[config.mk]
export PLATFORM = sky130hd
export DESIGN_NAME = apb_stream_regs
export DESIGN_NICKNAME = d
export VERILOG_FILES = /design/src/rtl/apb_stream_regs_pkg.sv /design/src/rtl/apb_stream_chan.sv /design/src/rtl/apb_stream_regs.sv
export SDC_FILE = /design/constraint.sdc
export NUM_CORES = 1
export LEC_CHECK = 0
export CAP_MARGIN = 20
export CORE_AREA = 2 2 287 289
export CTS_BUF_LIST = sky130_fd_sc_hd__clkbuf_4 sky130_fd_sc_hd__clkbuf_8
export DETAILED_ROUTE_END_ITERATION = 6
export DIE_AREA = 0 0 289 291
export PLACE_DENSITY_LB_ADDON = 0.12
export REMOVE_ABC_BUFFERS = 1
export SKIP_LAST_GASP = 1
export SYNTH_ARGS = -nofsm -noshare
export SYNTH_HDL_FRONTEND = slang
export SYNTH_SLANG_ARGS = --single-unit
[constraint.sdc]
create_clock -name clk -period 4.3 [get_ports clk]
set_clock_uncertainty 0.1 [all_clocks]
set_input_delay 0.645 -clock clk [delete_from_list [all_inputs] [get_ports clk]]
set_output_delay 0.645 -clock clk [all_outputs]
set_load 0.005 [all_outputs]
[src/rtl/apb_stream_regs_pkg.sv]
// Shared types and address-map helpers for the APB stream register file.
// Offsets are in APB word units, laid out CFG, IRQ_STAT, IRQ_MASK, STAT, IN, OUT.
package apb_stream_regs_pkg;

   typedef logic [31:0] word_t;
   typedef logic [63:0] blk_t;

   typedef enum logic {
      CH_IN  = 1'b0,
      CH_OUT = 1'b1
   } chan_mode_t;

   function automatic int off_irq_stat(int n_cfg);
      return n_cfg;
   endfunction

   function automatic int off_irq_mask(int n_cfg);
      return n_cfg + 1;
   endfunction

   function automatic int off_stat(int n_cfg);
      return n_cfg + 2;
   endfunction

   function automatic int off_in(int n_cfg, int n_stat);
      return n_cfg + 2 + n_stat;
   endfunction

   function automatic int off_out(int n_cfg, int n_stat, int n_in, int wpb);
      return off_in(n_cfg, n_stat) + n_in * wpb;
   endfunction

   function automatic int off_end(int n_cfg, int n_stat, int n_in, int n_out, int wpb);
      return off_out(n_cfg, n_stat, n_in, wpb) + n_out * wpb;
   endfunction

   function automatic int irq_err_bit(int n_in, int n_out);
      return n_in + n_out;
   endfunction

endpackage

[src/rtl/apb_stream_chan.sv]
// One stream channel: IN assembles words into a block and pushes it,
// OUT slices a show-ahead FIFO head and pops it after the last word is read.
module apb_stream_chan
   import apb_stream_regs_pkg::*;
#(
   parameter chan_mode_t MODE  = CH_IN,
   parameter int         DW    = 32,
   parameter int         BLK_W = 64,
   parameter int         WW    = 1
) (
   input  logic             clk,
   input  logic             rst,
   input  logic             acc,
   input  logic             wr,
   input  logic [WW-1:0]    w,
   input  logic [DW-1:0]    wdata,
   input  logic             flag,
   input  logic [BLK_W-1:0] blk_in,
   output logic [DW-1:0]    rdata,
   output logic             stall,
   output logic             err,
   output logic             strobe,
   output logic [BLK_W-1:0] blk
);

   localparam int WPB = BLK_W / DW;
   localparam logic [WW-1:0] LAST = WW'(WPB - 1);

   logic last;
   logic [WPB-1:0] wsel;

   assign last = (w == LAST);

   always_comb begin
      wsel = '0;
      for (int k = 0; k < WPB; k++)
         if (w == WW'(k)) wsel[k] = 1'b1;
   end

   if (MODE == CH_IN) begin : g_in
      localparam logic [WPB-1:0] LBIT = WPB'(1) << (WPB - 1);

      logic [BLK_W-1:0] buf_q;
      logic [WPB-1:0]   wmask_q;
      logic             push_q;
      logic             complete;
      logic             unused_in;

      assign unused_in = ^blk_in;
      assign complete  = &(wmask_q | LBIT);
      // An incomplete block errors immediately rather than waiting on full.
      assign stall  = acc & wr & last & complete & flag;
      assign err    = acc & wr & last & ~complete;
      assign strobe = push_q;
      assign blk    = buf_q;

      always_comb begin
         rdata = '0;
         for (int k = 0; k < WPB; k++)
            if (wsel[k]) rdata = buf_q[(WPB-1-k)*DW +: DW];
      end

      always_ff @(posedge clk) begin
         if (rst) begin
            buf_q   <= '0;
            wmask_q <= '0;
            push_q  <= 1'b0;
         end else begin
            push_q <= 1'b0;
            if (acc & wr & ~stall) begin
               if (err) begin
                  wmask_q <= '0;
               end else begin
                  for (int k = 0; k < WPB; k++)
                     if (wsel[k]) buf_q[(WPB-1-k)*DW +: DW] <= wdata;
                  if (last) begin
                     wmask_q <= '0;
                     push_q  <= 1'b1;
                  end else begin
                     wmask_q <= wmask_q | wsel;
                  end
               end
            end
         end
      end
   end else begin : g_out
      logic pop_q;
      logic unused_out;

      assign unused_out = ^wdata;
      assign stall  = acc & ~wr & last & flag;
      assign err    = 1'b0;
      assign strobe = pop_q;
      assign blk    = '0;

      always_comb begin
         rdata = '0;
         for (int k = 0; k < WPB; k++)
            if (wsel[k] && !flag) rdata = blk_in[(WPB-1-k)*DW +: DW];
      end

      always_ff @(posedge clk) begin
         if (rst) pop_q <= 1'b0;
         else     pop_q <= acc & ~wr & last & ~flag;
      end
   end

endmodule

[src/rtl/apb_stream_regs.sv]
// APB4 register file with config/status words, stream channels,
// wait-state timeout and a maskable sticky interrupt.
module apb_stream_regs
   import apb_stream_regs_pkg::*;
#(
   parameter int APB_AW  = 10,
   parameter int APB_DW  = 32,
   parameter int BLK_W   = 64,
   parameter int N_CFG   = 9,
   parameter int N_STAT  = 5,
   parameter int N_IN    = 2,
   parameter int N_OUT   = 1,
   parameter int TIMEOUT = 1024
) (
   input  logic                    clk,
   input  logic                    rst,
   input  logic [APB_AW-1:0]       PADDR,
   input  logic                    PSEL,
   input  logic                    PENABLE,
   input  logic                    PWRITE,
   input  logic [APB_DW-1:0]       PWDATA,
   input  logic [APB_DW/8-1:0]     PSTRB,
   output logic [APB_DW-1:0]       PRDATA,
   output logic                    PREADY,
   output logic                    PSLVERR,
   output logic [N_CFG*APB_DW-1:0] cfg_o,
   input  logic [N_STAT*APB_DW-1:0] stat_i,
   output logic [N_IN*BLK_W-1:0]   in_data_o,
   output logic [N_IN-1:0]         in_push_o,
   input  logic [N_IN-1:0]         in_full_i,
   input  logic [N_OUT*BLK_W-1:0]  out_data_i,
   output logic [N_OUT-1:0]        out_pop_o,
   input  logic [N_OUT-1:0]        out_empty_i,
   output logic                    irq_o
);

   localparam int AB   = $clog2(APB_DW / 8);
   localparam int IW   = APB_AW - AB;
   localparam int WPB  = BLK_W / APB_DW;
   localparam int WW   = (WPB > 1) ? $clog2(WPB) : 1;
   localparam int NCH  = N_IN + N_OUT;
   localparam int NIRQ = N_IN + N_OUT + 1;
   localparam int NB   = APB_DW / 8;
   localparam int TW   = (TIMEOUT > 1) ? $clog2(TIMEOUT) : 1;
   localparam bit HAS_TMO = (TIMEOUT != 0);

   localparam logic [IW-1:0] I_IRQS = IW'(off_irq_stat(N_CFG));
   localparam logic [IW-1:0] I_MASK = IW'(off_irq_mask(N_CFG));
   localparam logic [IW-1:0] I_STAT = IW'(off_stat(N_CFG));
   localparam logic [IW-1:0] I_IN   = IW'(off_in(N_CFG, N_STAT));
   localparam logic [IW-1:0] I_OUT  = IW'(off_out(N_CFG, N_STAT, N_IN, WPB));
   localparam logic [IW-1:0] I_END  = IW'(off_end(N_CFG, N_STAT, N_IN, N_OUT, WPB));

   logic [IW-1:0]     idx;
   logic              access, aligned, in_map, is_stat, is_out;
   logic              dec_err, acc_ok, wr_reg;
   logic              stall_any, chan_err, tmo;
   logic [APB_DW-1:0] bm, rd;
   logic [NCH-1:0]    ch_hit, ch_stall, ch_err;
   logic [APB_DW-1:0] ch_rd [NCH];
   logic [APB_DW-1:0] cfg_q [N_CFG];
   logic [NIRQ-1:0]   irq_stat_q, irq_mask_q, irq_set, w1c;
   logic [N_IN-1:0]   in_full_q;
   logic [N_OUT-1:0]  out_empty_q;
   logic [TW-1:0]     tcnt_q;

   assign idx     = PADDR[APB_AW-1:AB];
   assign aligned = (PADDR[AB-1:0] == '0);
   assign access  = PSEL & PENABLE;
   assign in_map  = (idx < I_END);
   assign is_stat = (idx >= I_STAT) && (idx < I_IN);
   assign is_out  = (idx >= I_OUT) && (idx < I_END);
   assign dec_err = ~aligned | ~in_map | (PWRITE & (is_stat | is_out));
   assign acc_ok  = access & ~dec_err;
   assign wr_reg  = acc_ok & PWRITE;

   for (genvar b = 0; b < NB; b++) begin : g_bm
      assign bm[b*8 +: 8] = {8{PSTRB[b]}};
   end

   for (genvar c = 0; c < NCH; c++) begin : g_ch
      localparam logic [IW-1:0] BASE = IW'(off_in(N_CFG, N_STAT) + c * WPB);
      logic [IW-1:0] sub;

      assign sub       = idx - BASE;
      assign ch_hit[c] = (idx >= BASE) && (sub < IW'(WPB));

      if (c < N_IN) begin : g_in
         apb_stream_chan #(
            .MODE(CH_IN), .DW(APB_DW), .BLK_W(BLK_W), .WW(WW)
         ) u_chan (
            .clk(clk), .rst(rst),
            .acc(acc_ok & ch_hit[c]), .wr(PWRITE),
            .w(sub[WW-1:0]), .wdata(PWDATA),
            .flag(in_full_i[c]), .blk_in('0),
            .rdata(ch_rd[c]), .stall(ch_stall[c]), .err(ch_err[c]),
            .strobe(in_push_o[c]), .blk(in_data_o[c*BLK_W +: BLK_W])
         );
      end else begin : g_out
         logic [BLK_W-1:0] unused_blk;
         apb_stream_chan #(
            .MODE(CH_OUT), .DW(APB_DW), .BLK_W(BLK_W), .WW(WW)
         ) u_chan (
            .clk(clk), .rst(rst),
            .acc(acc_ok & ch_hit[c]), .wr(PWRITE),
            .w(sub[WW-1:0]), .wdata(PWDATA),
            .flag(out_empty_i[c-N_IN]),
            .blk_in(out_data_i[(c-N_IN)*BLK_W +: BLK_W]),
            .rdata(ch_rd[c]), .stall(ch_stall[c]), .err(ch_err[c]),
            .strobe(out_pop_o[c-N_IN]), .blk(unused_blk)
         );
      end
   end

   assign stall_any = |ch_stall;
   assign chan_err  = |ch_err;
   assign tmo       = HAS_TMO && stall_any && (tcnt_q == TW'(TIMEOUT - 1));
   assign PREADY    = access & (~stall_any | tmo);
   assign PSLVERR   = PREADY & (dec_err | chan_err | tmo);

   always_comb begin
      rd = '0;
      for (int i = 0; i < N_CFG; i++)
         if (idx == IW'(i)) rd = cfg_q[i];
      if (idx == I_IRQS) rd = APB_DW'(irq_stat_q);
      if (idx == I_MASK) rd = APB_DW'(irq_mask_q);
      for (int i = 0; i < N_STAT; i++)
         if (idx == I_STAT + IW'(i)) rd = stat_i[i*APB_DW +: APB_DW];
      for (int c = 0; c < NCH; c++)
         if (ch_hit[c]) rd = ch_rd[c];
   end

   assign PRDATA = (PSEL & ~PWRITE & ~dec_err) ? rd : '0;

   for (genvar i = 0; i < N_CFG; i++) begin : g_cfg
      assign cfg_o[i*APB_DW +: APB_DW] = cfg_q[i];
   end

   // Falling edges of full/empty mean room or data has appeared.
   assign irq_set[N_IN-1:0]     = in_full_q & ~in_full_i;
   assign irq_set[N_IN +: N_OUT] = out_empty_q & ~out_empty_i;
   assign irq_set[NIRQ-1]       = PSLVERR & (chan_err | tmo);
   assign w1c = (wr_reg && idx == I_IRQS) ? PWDATA[NIRQ-1:0] : '0;

   always_ff @(posedge clk) begin
      if (rst) begin
         for (int i = 0; i < N_CFG; i++) cfg_q[i] <= '0;
         irq_stat_q  <= '0;
         irq_mask_q  <= '0;
         in_full_q   <= '0;
         out_empty_q <= '0;
         tcnt_q      <= '0;
         irq_o       <= 1'b0;
      end else begin
         for (int i = 0; i < N_CFG; i++)
            if (wr_reg && idx == IW'(i))
               cfg_q[i] <= (cfg_q[i] & ~bm) | (PWDATA & bm);
         if (wr_reg && idx == I_MASK)
            irq_mask_q <= (irq_mask_q & ~bm[NIRQ-1:0]) |
                          (PWDATA[NIRQ-1:0] & bm[NIRQ-1:0]);
         irq_stat_q  <= (irq_stat_q & ~w1c) | irq_set;
         in_full_q   <= in_full_i;
         out_empty_q <= out_empty_i;
         irq_o       <= |(irq_stat_q & irq_mask_q);
         if (HAS_TMO && access && stall_any && !tmo)
            tcnt_q <= tcnt_q + TW'(1);
         else
            tcnt_q <= '0;
      end
   end

endmodule

==> impl_metrics.py <==
metrics = {
    "clocking": {
        "cts_tree": "done",
        "htree_levels": 3,
        "ctsHoldBuffers": 0,
        "clk_pin_slew_ns": 0.06,
        "clk_latency_ns": 0.68,
        "cts_buffers": 85,
        "clockBufferDepth": 3,
        "clkSinkCount": 443,
        "cts_root_buffer": "clkbuf_8",
    },
    "cells_and_area": {
        "drive_gt1_frac": 0.157,
        "final_nets": 3683,
        "finish.instance_area_um2": 37200,
        "final_cells": 4556,
        "syn_to_final_growth_pct": 51.5,
    },
    "setup_path": {
        "crit_type": "in2out",
        "cp-end-kind": "primary output",
        "cp.required_ns": 3.56,
        "worstPathArrival_ns": 3.66,
        "cp_max_fo": 26,
        "startpoint_type": "input port",
    },
    "drt": {
        "vias": 25500,
        "ant_nets": 0,
        "routed_wirelength_mm": 141,
        "drt_iter0_markers": 2413,
        "avgRoutedWirePerCell_um": 31.0,
        "via_per_inst": 5.60,
        "dr.pass1.iters": 7,
        "drc": 0,
    },
    "sta": {
        "setup_slack_ns": -0.107,
        "finalCritPeriodShare": 1.02,
        "max_freq_ghz": 0.227,
        "finalHoldViolations": 0,
        "min_period_ns": 4.41,
        "rsz0062_at_grt": "true",
        "setup_viol": 2,
        "drv_slew": 0,
        "timing.slew.headroom": 0.304,
        "hold_slack_ns": 0.310,
        "tightest_slew_ns": 1.04,
    },
    "placed_design": {
        "dp_hpwl_mm": 108,
        "dp_slack_ns": -0.587,
        "dpl_cell_area_um2": 34900,
        "dp_cells": 4364,
        "portBuffers": 731,
        "gp_congestion": 0.960,
    },
    "status": {
        "violations": "negative setup slack",
        "status": "finished with violations",
    },
    "yosys": {
        "ys_seq_area_frac": 0.478,
        "synth_area_per_cell_um2": 9.71,
        "synth-xor-area-share": 0.00285,
        "ys_warn_count": 0,
        "synthFlopType": "edfxtp_1",
        "async_flop_share": 0,
        "synth-simple-area-share": 0.169,
        "synth_edf_count": 288,
        "ys_ff_latch": 443,
        "netlist_area_um2": 24600,
        "synth_top_family_by_area": "compound AO/OA/AOI/OAI gates",
        "ys_types": 78,
        "synthMuxAreaShare": 0.109,
        "synth_compound_area_frac": 0.198,
        "syn_inst": 2529,
        "synthAdderAreaFrac": 0.00153,
    },
    "global_routing": {
        "grt_pass1_vias": 24700,
        "grtUsageMet3": 0.0643,
        "grt_max_degree": 74,
        "grt_pass1_wl_mm": 193,
        "grtUsageMet2": 0.515,
        "grt_use_met1": 0.428,
        "busiest_layer": "met2",
        "grt_overflow": 0,
        "antenna_found_initial": 28,
        "groute.usage.overall": 0.323,
    },
    "die": {
        "die_w_um": 289,
        "die_h_um": 291,
        "coreArea_um2": 81200,
        "rows": 105,
        "start_util": 0.303,
        "io_pins": 732,
        "die_area_um2": 84100,
    },
    "pwr": {
        "ir_drop_mv": 0.201,
        "powerDensity_nw_per_um2": 285,
        "leakage_nw": 13.6,
    },
    "worst_hold_path": {
        "hp-class": "in2reg",
    },
    "flow_run": {
        "cap_violations": 0,
    },
}
==> layout by cell type, fill, tap and decap left out, types with 17 or more instances in the layout <==
| cell | n |
|---|---|
| dlygate4sd2_1 | 17 |
| mux4_2 | 26 |
| a221oi_1 | 25 |
| mux2i_1 | 191 |
| a22oi_1 | 52 |
| clkbuf_4 | 28 |
| o21a_1 | 17 |
| nand3_1 | 30 |
| edfxtp_1 | 288 |
| buf_12 | 55 |
| diode_2 | 19 |
| buf_4 | 215 |
| nand2_1 | 178 |
| a21oi_1 | 405 |
| nor2_1 | 195 |
| nand2b_1 | 296 |
| a211oi_1 | 23 |
| clkdlybuf4s50_1 | 692 |
| clkbuf_8 | 96 |
| nor2b_1 | 17 |
| dfxtp_1 | 155 |
| o21ai_0 | 92 |
| o22ai_1 | 26 |
==> synthesized netlist by cell type, drive strengths merged, types with 15 or more instances <==
master / n / area (um^2)
buf: 84 / 448
dfxtp: 155 / 3100
a21o: 19 / 143
a211oi: 25 / 188
edfxtp: 288 / 8650
clkbuf: 142 / 533
nor2b: 20 / 125
o21a: 18 / 135
mux4: 26 / 586
o21ai: 99 / 495
nor2: 196 / 736
o221ai: 16 / 140
a22oi: 52 / 390
mux2i: 191 / 1910
nand3: 31 / 155
nor3: 28 / 173
o22ai: 26 / 163
nand2: 180 / 676
a21oi: 411 / 2060
mux2: 15 / 169
a221oi: 30 / 263
nand2b: 297 / 1860
==> state kept, by name, indices dropped and copies added, names as in the netlist, named ones only <==
register                       flops
g_ch.g_in.u_chan.blk             128
g_ch.g_in.u_chan.g_in.wmask_q      2
out_empty_q                        1
tcnt_q                            10
in_full_q                          2
irq_o                              1
g_ch.g_in.u_chan.strobe            2
g_ch.g_out.u_chan.strobe           1
cfg_q                            288
irq_stat_q                         4
==> worst paths after layout <==
check	start	slack, ns	end	depth (start not counted)
hold reg to reg	tcnt_q[0]$_SDFF_PP0_	0.36	tcnt_q[0]$_SDFF_PP0_	1
setup / recovery	PADDR[4]	-0.11	PRDATA[31]	11
hold / removal	rst	0.31	out_empty_q$_SDFF_PP0_	2
setup reg to reg	g_ch[0].g_in.u_chan.g_in.wmask_q[0]$_SDFFE_PP0N_	2.50	tcnt_q[3]$_SDFF_PP0_	7
==> routing by layer <==
metal / share of wire / vias to the layer above
met1: 0.42 / 12800
li1: - / 11100
met4: 0.037 / 12
met3: 0.081 / 226
met2: 0.47 / 1285
met5: 0.00056 / -
==> stage by stage <==
step                 util  setup TNS, ns  power (mW)
floorplan               -       -1995.59        5.13
global placement    0.430          -9.37        6.24
detailed placement  0.430          -9.72        6.24
CTS                 0.455         -0.917        10.7
global route        0.458         -0.194        10.9
finish              0.458         -0.124        10.6
==> logic make-up after synthesis <==
family | Yosys count
flops | 443
mux | 232
xor+xnor | 8
buf+inv | 237
fa+ha+maj | 3
simple gates | 810
compound gates | 796
==> critical path, stage by stage <==
cell and delay (ns):
buf_2 0.23, buf_12 0.24, nand2b_2 0.22, nor3_2 0.07, buf_4 0.21, a221o_1 0.48
a222oi_1 0.66, a211oi_2 0.23, buf_4 0.18, a31o_2 0.20, dlygate4sd2_1 0.27
==> power breakdown <==
group	switching, mW	internal (mW)	total (mW)
logic	0.776	0.680	1.46
registers	0.120	4.62	4.74
clock network	2.00	2.41	4.41
total	2.90	7.71	10.6
==> what timing repair did <==
action,4_1_cts,5_1_grt
gates cloned,2,2
setup buffers,8,9
pin swaps,11,24
gates resized for setup,62,37
hold endpoints to repair,0,0
setup endpoints to repair,34,26
==> layout make-up <==
type | count | area (um^2)
antenna | 19 | 47.5
tap | 1070 | 1340
clock inverter | 28 | 196
sequential | 443 | 11800
clock buffer | 124 | 1530
multi-input combinational | 1849 | 12100
fill | 7860 | 44000
inverter | 11 | 45.0
timing repair buffer | 1012 | 10200
(Power assumes the default switching activity.)
